**src/rtl/shot_sequencer_if.sv**
```systemverilog
// Bundles the frame, key, ball-motion and pocket inputs with the sequencer's registered outputs.
// No latency of its own; carries signals between the sequencer and whatever drives it.
// No backpressure: every signal is level or single-cycle pulse.
interface shot_sequencer_if #(
    parameter int NUM_BALLS = 4
);
    // Inputs to the sequencer
    logic                 startOfFrame;
    logic                 keyUp;
    logic                 keyDown;
    logic                 keyLeft;
    logic                 keyRight;
    logic                 keyEnter;
    logic [NUM_BALLS-1:0] ballMoving;
    logic                 whiteInHole;

    // Outputs from the sequencer
    logic                 chargeUp;
    logic                 chargeDown;
    logic                 chargeLeft;
    logic                 chargeRight;
    logic                 releaseBall;
    logic [1:0]           state;
    logic [7:0]           shotCount;
    logic                 rollTimeout;
    logic                 respawnWhite;

    // Driver side: game inputs out, sequencer status in
    modport master (
        output startOfFrame, keyUp, keyDown, keyLeft, keyRight, keyEnter,
        output ballMoving, whiteInHole,
        input  chargeUp, chargeDown, chargeLeft, chargeRight, releaseBall,
        input  state, shotCount, rollTimeout, respawnWhite
    );

    // Sequencer side
    modport slave (
        input  startOfFrame, keyUp, keyDown, keyLeft, keyRight, keyEnter,
        input  ballMoving, whiteInHole,
        output chargeUp, chargeDown, chargeLeft, chargeRight, releaseBall,
        output state, shotCount, rollTimeout, respawnWhite
    );
endinterface

```
**src/rtl/shot_sequencer.sv**
```systemverilog
// Shot sequencer: aim/charge, release, roll monitoring and settle for a pool game.
// All outputs registered: one cycle from the sampled input (startOfFrame, key edge) to the output.
// No backpressure; inputs are sampled every cycle and pulses last exactly one cycle.
module shot_sequencer #(
    parameter int NUM_BALLS       = 4,
    parameter int STILL_FRAMES    = 8,
    parameter int MAX_ROLL_FRAMES = 1800,
    parameter int MAX_CHARGE      = 8
) (
    input  logic               clk,
    input  logic               resetN,
    shot_sequencer_if.slave    bus
);

    // Signed charge width holds +/-MAX_CHARGE; counters hold their limits without wrapping
    localparam int CW = $clog2(MAX_CHARGE + 1) + 1;
    localparam int SW = $clog2(STILL_FRAMES + 1);
    localparam int RW = $clog2(MAX_ROLL_FRAMES + 1);

    localparam logic signed [CW-1:0] C_MAX  = CW'(MAX_CHARGE);
    localparam logic signed [CW-1:0] C_MIN  = -C_MAX;
    localparam logic signed [CW-1:0] C_ONE  = CW'(1);
    localparam logic signed [CW-1:0] C_ZERO = '0;
    localparam logic [SW-1:0]        STILL_LIM = SW'(STILL_FRAMES);
    localparam logic [RW-1:0]        ROLL_LIM  = RW'(MAX_ROLL_FRAMES);

    typedef enum logic [1:0] {
        S_AIM     = 2'd0,
        S_RELEASE = 2'd1,
        S_ROLLING = 2'd2,
        S_SETTLE  = 2'd3
    } state_t;

    state_t                 r_state, w_state;
    logic signed [CW-1:0]   r_x, w_x;
    logic signed [CW-1:0]   r_y, w_y;
    logic [SW-1:0]          r_still, w_still;
    logic [RW-1:0]          r_roll, w_roll;
    logic                   r_hole, w_hole;
    logic                   r_enter_prev;
    logic                   r_cu, w_cu;
    logic                   r_cd, w_cd;
    logic                   r_cl, w_cl;
    logic                   r_cr, w_cr;
    logic                   r_rel, w_rel;
    logic [7:0]             r_shot, w_shot;
    logic                   r_timeout, w_timeout;
    logic                   r_respawn, w_respawn;
    logic                   w_enter_edge;
    logic                   w_any_moving;

    assign w_enter_edge = bus.keyEnter & ~r_enter_prev;
    assign w_any_moving = |bus.ballMoving;

    // State register
    always_ff @(posedge clk) begin
        if (!resetN) r_state <= S_AIM;
        else         r_state <= w_state;
    end

    // Next-state and next-output logic; every output is decided here and registered below
    always_comb begin
        w_state   = r_state;
        w_x       = r_x;
        w_y       = r_y;
        w_still   = r_still;
        w_roll    = r_roll;
        w_hole    = r_hole;
        w_cu      = 1'b0;
        w_cd      = 1'b0;
        w_cl      = 1'b0;
        w_cr      = 1'b0;
        w_rel     = 1'b0;
        w_shot    = r_shot;
        w_timeout = r_timeout;
        w_respawn = 1'b0;

        case (r_state)
            S_AIM: begin
                if (bus.startOfFrame) begin
                    // Opposing keys held together cancel out on each axis
                    if (bus.keyUp && !bus.keyDown && (r_y < C_MAX)) begin
                        w_cu = 1'b1;
                        w_y  = r_y + C_ONE;
                    end else if (bus.keyDown && !bus.keyUp && (r_y > C_MIN)) begin
                        w_cd = 1'b1;
                        w_y  = r_y - C_ONE;
                    end
                    if (bus.keyLeft && !bus.keyRight && (r_x < C_MAX)) begin
                        w_cl = 1'b1;
                        w_x  = r_x + C_ONE;
                    end else if (bus.keyRight && !bus.keyLeft && (r_x > C_MIN)) begin
                        w_cr = 1'b1;
                        w_x  = r_x - C_ONE;
                    end
                end
                // A shot with no charge would do nothing, so it is not taken.
                // Release bookkeeping happens on entry so it is visible during the RELEASE cycle.
                if (w_enter_edge && ((r_x != C_ZERO) || (r_y != C_ZERO))) begin
                    w_state   = S_RELEASE;
                    w_rel     = 1'b1;
                    w_shot    = (r_shot == 8'hFF) ? r_shot : r_shot + 8'd1;
                    w_x       = C_ZERO;
                    w_y       = C_ZERO;
                    w_still   = '0;
                    w_roll    = '0;
                    w_timeout = 1'b0;
                    w_hole    = 1'b0;
                    w_cu      = 1'b0;
                    w_cd      = 1'b0;
                    w_cl      = 1'b0;
                    w_cr      = 1'b0;
                end
            end

            S_RELEASE: begin
                w_state = S_ROLLING;
            end

            S_ROLLING: begin
                if (bus.whiteInHole) w_hole = 1'b1;
                if (bus.startOfFrame) begin
                    w_roll  = r_roll + RW'(1);
                    w_still = w_any_moving ? '0 : r_still + SW'(1);
                    // Stillness is checked first so a tie with the timeout is not a timeout
                    if (w_still == STILL_LIM) begin
                        w_state   = S_SETTLE;
                        w_timeout = 1'b0;
                        w_respawn = w_hole;
                    end else if (w_roll == ROLL_LIM) begin
                        w_state   = S_SETTLE;
                        w_timeout = 1'b1;
                        w_respawn = w_hole;
                    end
                end
            end

            S_SETTLE: begin
                if (bus.startOfFrame) w_state = S_AIM;
            end

            default: begin
                w_state = S_AIM;
            end
        endcase
    end

    // Datapath, counters, flags and registered outputs
    always_ff @(posedge clk) begin
        if (!resetN) begin
            r_x          <= '0;
            r_y          <= '0;
            r_still      <= '0;
            r_roll       <= '0;
            r_hole       <= 1'b0;
            r_enter_prev <= 1'b0;
            r_cu         <= 1'b0;
            r_cd         <= 1'b0;
            r_cl         <= 1'b0;
            r_cr         <= 1'b0;
            r_rel        <= 1'b0;
            r_shot       <= 8'd0;
            r_timeout    <= 1'b0;
            r_respawn    <= 1'b0;
        end else begin
            r_x          <= w_x;
            r_y          <= w_y;
            r_still      <= w_still;
            r_roll       <= w_roll;
            r_hole       <= w_hole;
            r_enter_prev <= bus.keyEnter;
            r_cu         <= w_cu;
            r_cd         <= w_cd;
            r_cl         <= w_cl;
            r_cr         <= w_cr;
            r_rel        <= w_rel;
            r_shot       <= w_shot;
            r_timeout    <= w_timeout;
            r_respawn    <= w_respawn;
        end
    end

    assign bus.chargeUp     = r_cu;
    assign bus.chargeDown   = r_cd;
    assign bus.chargeLeft   = r_cl;
    assign bus.chargeRight  = r_cr;
    assign bus.releaseBall  = r_rel;
    assign bus.state        = r_state;
    assign bus.shotCount    = r_shot;
    assign bus.rollTimeout  = r_timeout;
    assign bus.respawnWhite = r_respawn;

endmodule

```
**src/flat_wrapper.sv**
```systemverilog
// flat-port wrapper written by rule: the top's interface ports become plain ports
module shot_sequencer_flat 
#(
    parameter int NUM_BALLS       = 4,
    parameter int STILL_FRAMES    = 8,
    parameter int MAX_ROLL_FRAMES = 1800,
    parameter int MAX_CHARGE      = 8
)
  (clk, resetN, bus_startOfFrame, bus_keyUp, bus_keyDown, bus_keyLeft, bus_keyRight, bus_keyEnter, bus_ballMoving, bus_whiteInHole, bus_chargeUp, bus_chargeDown, bus_chargeLeft, bus_chargeRight, bus_releaseBall, bus_state, bus_shotCount, bus_rollTimeout, bus_respawnWhite);
  shot_sequencer_if #(.NUM_BALLS(NUM_BALLS)) bus_i ();
  input  logic clk;
  input  logic resetN;
  input wire logic [$bits(bus_i.startOfFrame)-1:0] bus_startOfFrame;
  input wire logic [$bits(bus_i.keyUp)-1:0] bus_keyUp;
  input wire logic [$bits(bus_i.keyDown)-1:0] bus_keyDown;
  input wire logic [$bits(bus_i.keyLeft)-1:0] bus_keyLeft;
  input wire logic [$bits(bus_i.keyRight)-1:0] bus_keyRight;
  input wire logic [$bits(bus_i.keyEnter)-1:0] bus_keyEnter;
  input wire logic [$bits(bus_i.ballMoving)-1:0] bus_ballMoving;
  input wire logic [$bits(bus_i.whiteInHole)-1:0] bus_whiteInHole;
  output wire logic [$bits(bus_i.chargeUp)-1:0] bus_chargeUp;
  output wire logic [$bits(bus_i.chargeDown)-1:0] bus_chargeDown;
  output wire logic [$bits(bus_i.chargeLeft)-1:0] bus_chargeLeft;
  output wire logic [$bits(bus_i.chargeRight)-1:0] bus_chargeRight;
  output wire logic [$bits(bus_i.releaseBall)-1:0] bus_releaseBall;
  output wire logic [$bits(bus_i.state)-1:0] bus_state;
  output wire logic [$bits(bus_i.shotCount)-1:0] bus_shotCount;
  output wire logic [$bits(bus_i.rollTimeout)-1:0] bus_rollTimeout;
  output wire logic [$bits(bus_i.respawnWhite)-1:0] bus_respawnWhite;
  assign bus_i.startOfFrame = bus_startOfFrame;
  assign bus_i.keyUp = bus_keyUp;
  assign bus_i.keyDown = bus_keyDown;
  assign bus_i.keyLeft = bus_keyLeft;
  assign bus_i.keyRight = bus_keyRight;
  assign bus_i.keyEnter = bus_keyEnter;
  assign bus_i.ballMoving = bus_ballMoving;
  assign bus_i.whiteInHole = bus_whiteInHole;
  assign bus_chargeUp = bus_i.chargeUp;
  assign bus_chargeDown = bus_i.chargeDown;
  assign bus_chargeLeft = bus_i.chargeLeft;
  assign bus_chargeRight = bus_i.chargeRight;
  assign bus_releaseBall = bus_i.releaseBall;
  assign bus_state = bus_i.state;
  assign bus_shotCount = bus_i.shotCount;
  assign bus_rollTimeout = bus_i.rollTimeout;
  assign bus_respawnWhite = bus_i.respawnWhite;
  shot_sequencer #(.NUM_BALLS(NUM_BALLS), .STILL_FRAMES(STILL_FRAMES), .MAX_ROLL_FRAMES(MAX_ROLL_FRAMES), .MAX_CHARGE(MAX_CHARGE)) u_core (.clk(clk), .resetN(resetN), .bus(bus_i));
endmodule
```
**config.mk**
```make
export PLATFORM = sky130hd
export DESIGN_NAME = shot_sequencer_flat
export DESIGN_NICKNAME = d
export VERILOG_FILES = /design/src/rtl/shot_sequencer_if.sv /design/src/rtl/shot_sequencer.sv /design/src/flat_wrapper.sv
export SDC_FILE = /design/constraint.sdc
export NUM_CORES = 1
export LEC_CHECK = 0
export ABC_CLOCK_PERIOD_IN_PS = 2170
export BUFFER_PORTS_ARGS = -buffer_cell sky130_fd_sc_hd__buf_2
export CORE_ASPECT_RATIO = 1.1
export CORE_MARGIN = 1.5
export CORE_UTILIZATION = 35
export CTS_CLUSTER_DIAMETER = 40
export DETAILED_ROUTE_END_ITERATION = 12
export SLEW_MARGIN = 10
export SYNTH_ARGS = -nofsm -noshare
export SYNTH_HDL_FRONTEND = slang
export SYNTH_SLANG_ARGS = --single-unit
```
**constraint.sdc**
```tcl
create_clock -name clk -period 2.17 [get_ports clk]
set_clock_uncertainty 0.05 [all_clocks]
set_input_delay 0.217 -clock clk [delete_from_list [all_inputs] [get_ports clk]]
set_output_delay 0.217 -clock clk [all_outputs]
set_load 0.01 [all_outputs]
```
==> results by group <==
Critical path
  • R2R cell count: 6
  • Critical path, cell by cell: nor2b_1, or2_2, inv_1, fa_1, or4_1, a21oi_1
  • CP Class: reg2reg
  • CP delay by family, top: simple AND/OR/NAND/NOR gates
  • Worst EP required: 2.36 ns
  • Critical path arrival: 2.29 ns
  • Crit path buf inv count: 1
  • Slowest CP cell: or4_1
  • Critical Path Sink Type: flip-flop
  • Cell depth of the worst setup path: 6
  • Max incr delay on CP: 0.52 ns
  • Crit Path Max Fanout: 5
  • Worst setup SP type: flip-flop

Layout
  • Final net count: 386
  • Layout cells sized above 1: 0.212
  • Diode count: 0
  • Fillers: 756
  • P&R area growth vs syn: 19.4%
  • Layout Cells excl Fill: 446

Power and ir drop
  • Internal: 1970 uW
  • Seq pwr share: 0.296
  • Clk pwr share: 0.205
  • Combinational power share: 0.499
  • Power Density: 1030 nW/um2
  • Total Power: 3300 uW
  • Static leakage: 0.00119 uW
  • NetSw: 1330 uW
  • VDD IR-drop max: 0.392 mV
  • Switching part of the total: 0.404

Route
  • Antenna-violating nets left: 0
  • Via count: 2458
  • DR pass1 iterations: 4
  • Routed wire per std cell: 14.2 um
  • DRC viols: 0
  • DRT iter0 DRCs: 76
  • Via/cell ratio: 5.51
  • DRT Wirelength: 6320 um

Placed design
  • Number of port buffers: 29
  • Placed Instances: 438
  • DP Worst Slack: 0.00333 ns
  • Detailed Place HPWL: 4650 um
  • GPL Wtd Cong: 0.813

Job
  • Max-Cap Viols: 0

Synth
  • Gate count of the mapped netlist: 317
  • Ys Warns: 0
  • Async SR Flop Fraction: 0
  • Syn nets: 345
  • Yosys cell types: 52
  • Synthesized area per cell: 8.43 um2
  • Synth Register Bits: 44
  • Leading area contributor after synthesis: dfxtp_1
  • Synth top area share: 0.330
  • Area contributors post-synth: dfxtp_1 (33%), ha_1 (6.1%), a21oi_1 (5.6%)
  • Synthesized cell area: 2670 um2
  • Top cells by count, synth: dfxtp_1 (44), a21oi_1 (30), nor2_1 (20)
  • Ys flop type: dfxtp_1
  • Post-synthesis sequential area ratio: 0.330
  • Most frequent cell after synthesis: dfxtp_1
  • Number of flops mapped to enable cells by yosys: 0

Floorplanning
  • Std-Cell Rows: 33
  • I/O Pins: 30
  • Starting Density: 0.360
  • Core area: 7430 um2
  • Die area: 8170 um2
  • Die height: 94.7 um
  • Die W: 86.3 um

STA
  • Setup WS post-layout: 0.0723 ns
  • Fin. max-slew vios: 0
  • Tightest Pin Transition: 0.456 ns
  • Fin. Hold Viols: 0
  • Final setup vio count: 0
  • RSZ-0062 raised after global routing: true
  • Max_slew headroom: 0.693
  • Final worst-path cycle share: 0.967
  • F_max: 477 MHz
  • Post-Route Setup TNS: 0 ns
  • Worst hold slack: 0.102 ns
  • Final Critical Period: 2.10 ns

CTS
  • Htree depth: 2
  • Clock latency on the worst-skew pair: 0.30 ns
  • Total CTS buffers: 5
  • Postcts setup bufs: 0
  • Clk buf depth: 2
  • CTS tree: built
  • Hold-fix buffers, CTS: 0
  • Worst-path clk slew: 0.09 ns
  • Post-CTS sizing: 0
  • Clock Sinks: 44
  • Root buffer cell: clkbuf_8

Global routing
  • Pin count of the biggest net entering global routing: 15
  • Grt ovf: 0
  • First-pass GRT wire length: 10800 um
  • Total track usage: 0.164
  • Antenna violations before repair: 0
  • Vias in the first global route: 2339

Min path
  • HP Class: in2reg
  • WHS Path Cells: 2

Run status
  • Status: finished, final reports clean
## registers in the layout, indices dropped and copies added, names as in the netlist
signal,flops
u_core.r_y,5
u_core.r_enter_prev,1
u_core.r_hole,1
u_core.bus.releaseBall,1
u_core.bus.chargeLeft,1
u_core.bus.shotCount,8
u_core.bus.chargeDown,1
u_core.bus.respawnWhite,1
u_core.bus.chargeRight,1
u_core.r_x,5
u_core.r_still,4
u_core.bus.rollTimeout,1
u_core.bus.chargeUp,1
u_core.r_roll,11
u_core.bus.state,2
## cells in the final DEF, fill, tap and decap left out, types with 8 or more instances in the layout
cell type  instances
o21a_1             8
xnor2_1           11
nand4_1           11
nand3_1           10
inv_1             10
ha_1              11
buf_4             18
o21ai_0           18
or3_1              8
nor3_1             8
nand2_1           19
dfxtp_1           44
nor2b_1            8
a21oi_1           29
and2_1            10
buf_2             29
nor2_1            20
## per-stage QoR
step,instance area [um2],utilization
after floorplan,2670,-
after global placement,3030,0.407
after detailed placement,3030,0.407
after CTS,3150,0.424
after global routing,3190,0.429
final,3190,0.429
## power by group through the flow
stage	Clock [uW]	Sequential [uW]	Combinational, uW
3_3_place_gp	0	991	1540
4_1_cts	695	974	1580
2_1_floorplan	0	1000	1070
3_5_place_dp	0	991	1570
5_1_grt	729	990	1810
6_report	674	977	1640
## kinds of logic (layout without fill, tap and decap cells)
| kind of cell | count (synthesis) | count (layout) | share of synthesized area |
|---|---|---|---|
| AOI/OAI and AO/OA | 89 | 89 | 0.234 |
| xor gates and xnor gates | 13 | 13 | 0.0426 |
| adders and majority gates | 15 | 15 | 0.0758 |
| buffers and inverters | 25 | 67 | 0.0360 |
| DFF | 44 | 44 | 0.330 |
| muxes | 4 | 4 | 0.0154 |
| and+or+nand+nor | 127 | 127 | 0.266 |
## final cells by class
type	count	area [um2]	share of cell area
sequential	44	881	0.276
inverter	11	41.3	0.0129
tap	87	109	0.0341
clock inverter	2	38.8	0.0122
timing repair buffer	48	300	0.0941
multi-input combinational	248	1740	0.545
clock buffer	6	82.6	0.0259
## path summary, 6_finish.rpt
kind | start | endpoint | slack, ns
min | bus_keyEnter | u_core.r_enter_prev | 0.10
max reg2reg | u_core.r_y[3] | u_core.r_y[1] | 0.07
min reg2reg | u_core.r_still[3] | u_core.r_still[3] | 0.42
max | u_core.r_y[3] | u_core.r_y[1] | 0.07
## routing by layer
metal | track usage | share of wire | up-vias
met5 | 0 | 0 | -
li1 | - | - | 1245
met3 | 0.0271 | 0.024 | 8
met1 | 0.207 | 0.47 | 1167
met2 | 0.287 | 0.49 | 38
met4 | 0.0511 | 0.014 | 0
No activity file was read; power rests on OpenSTA's default activity.
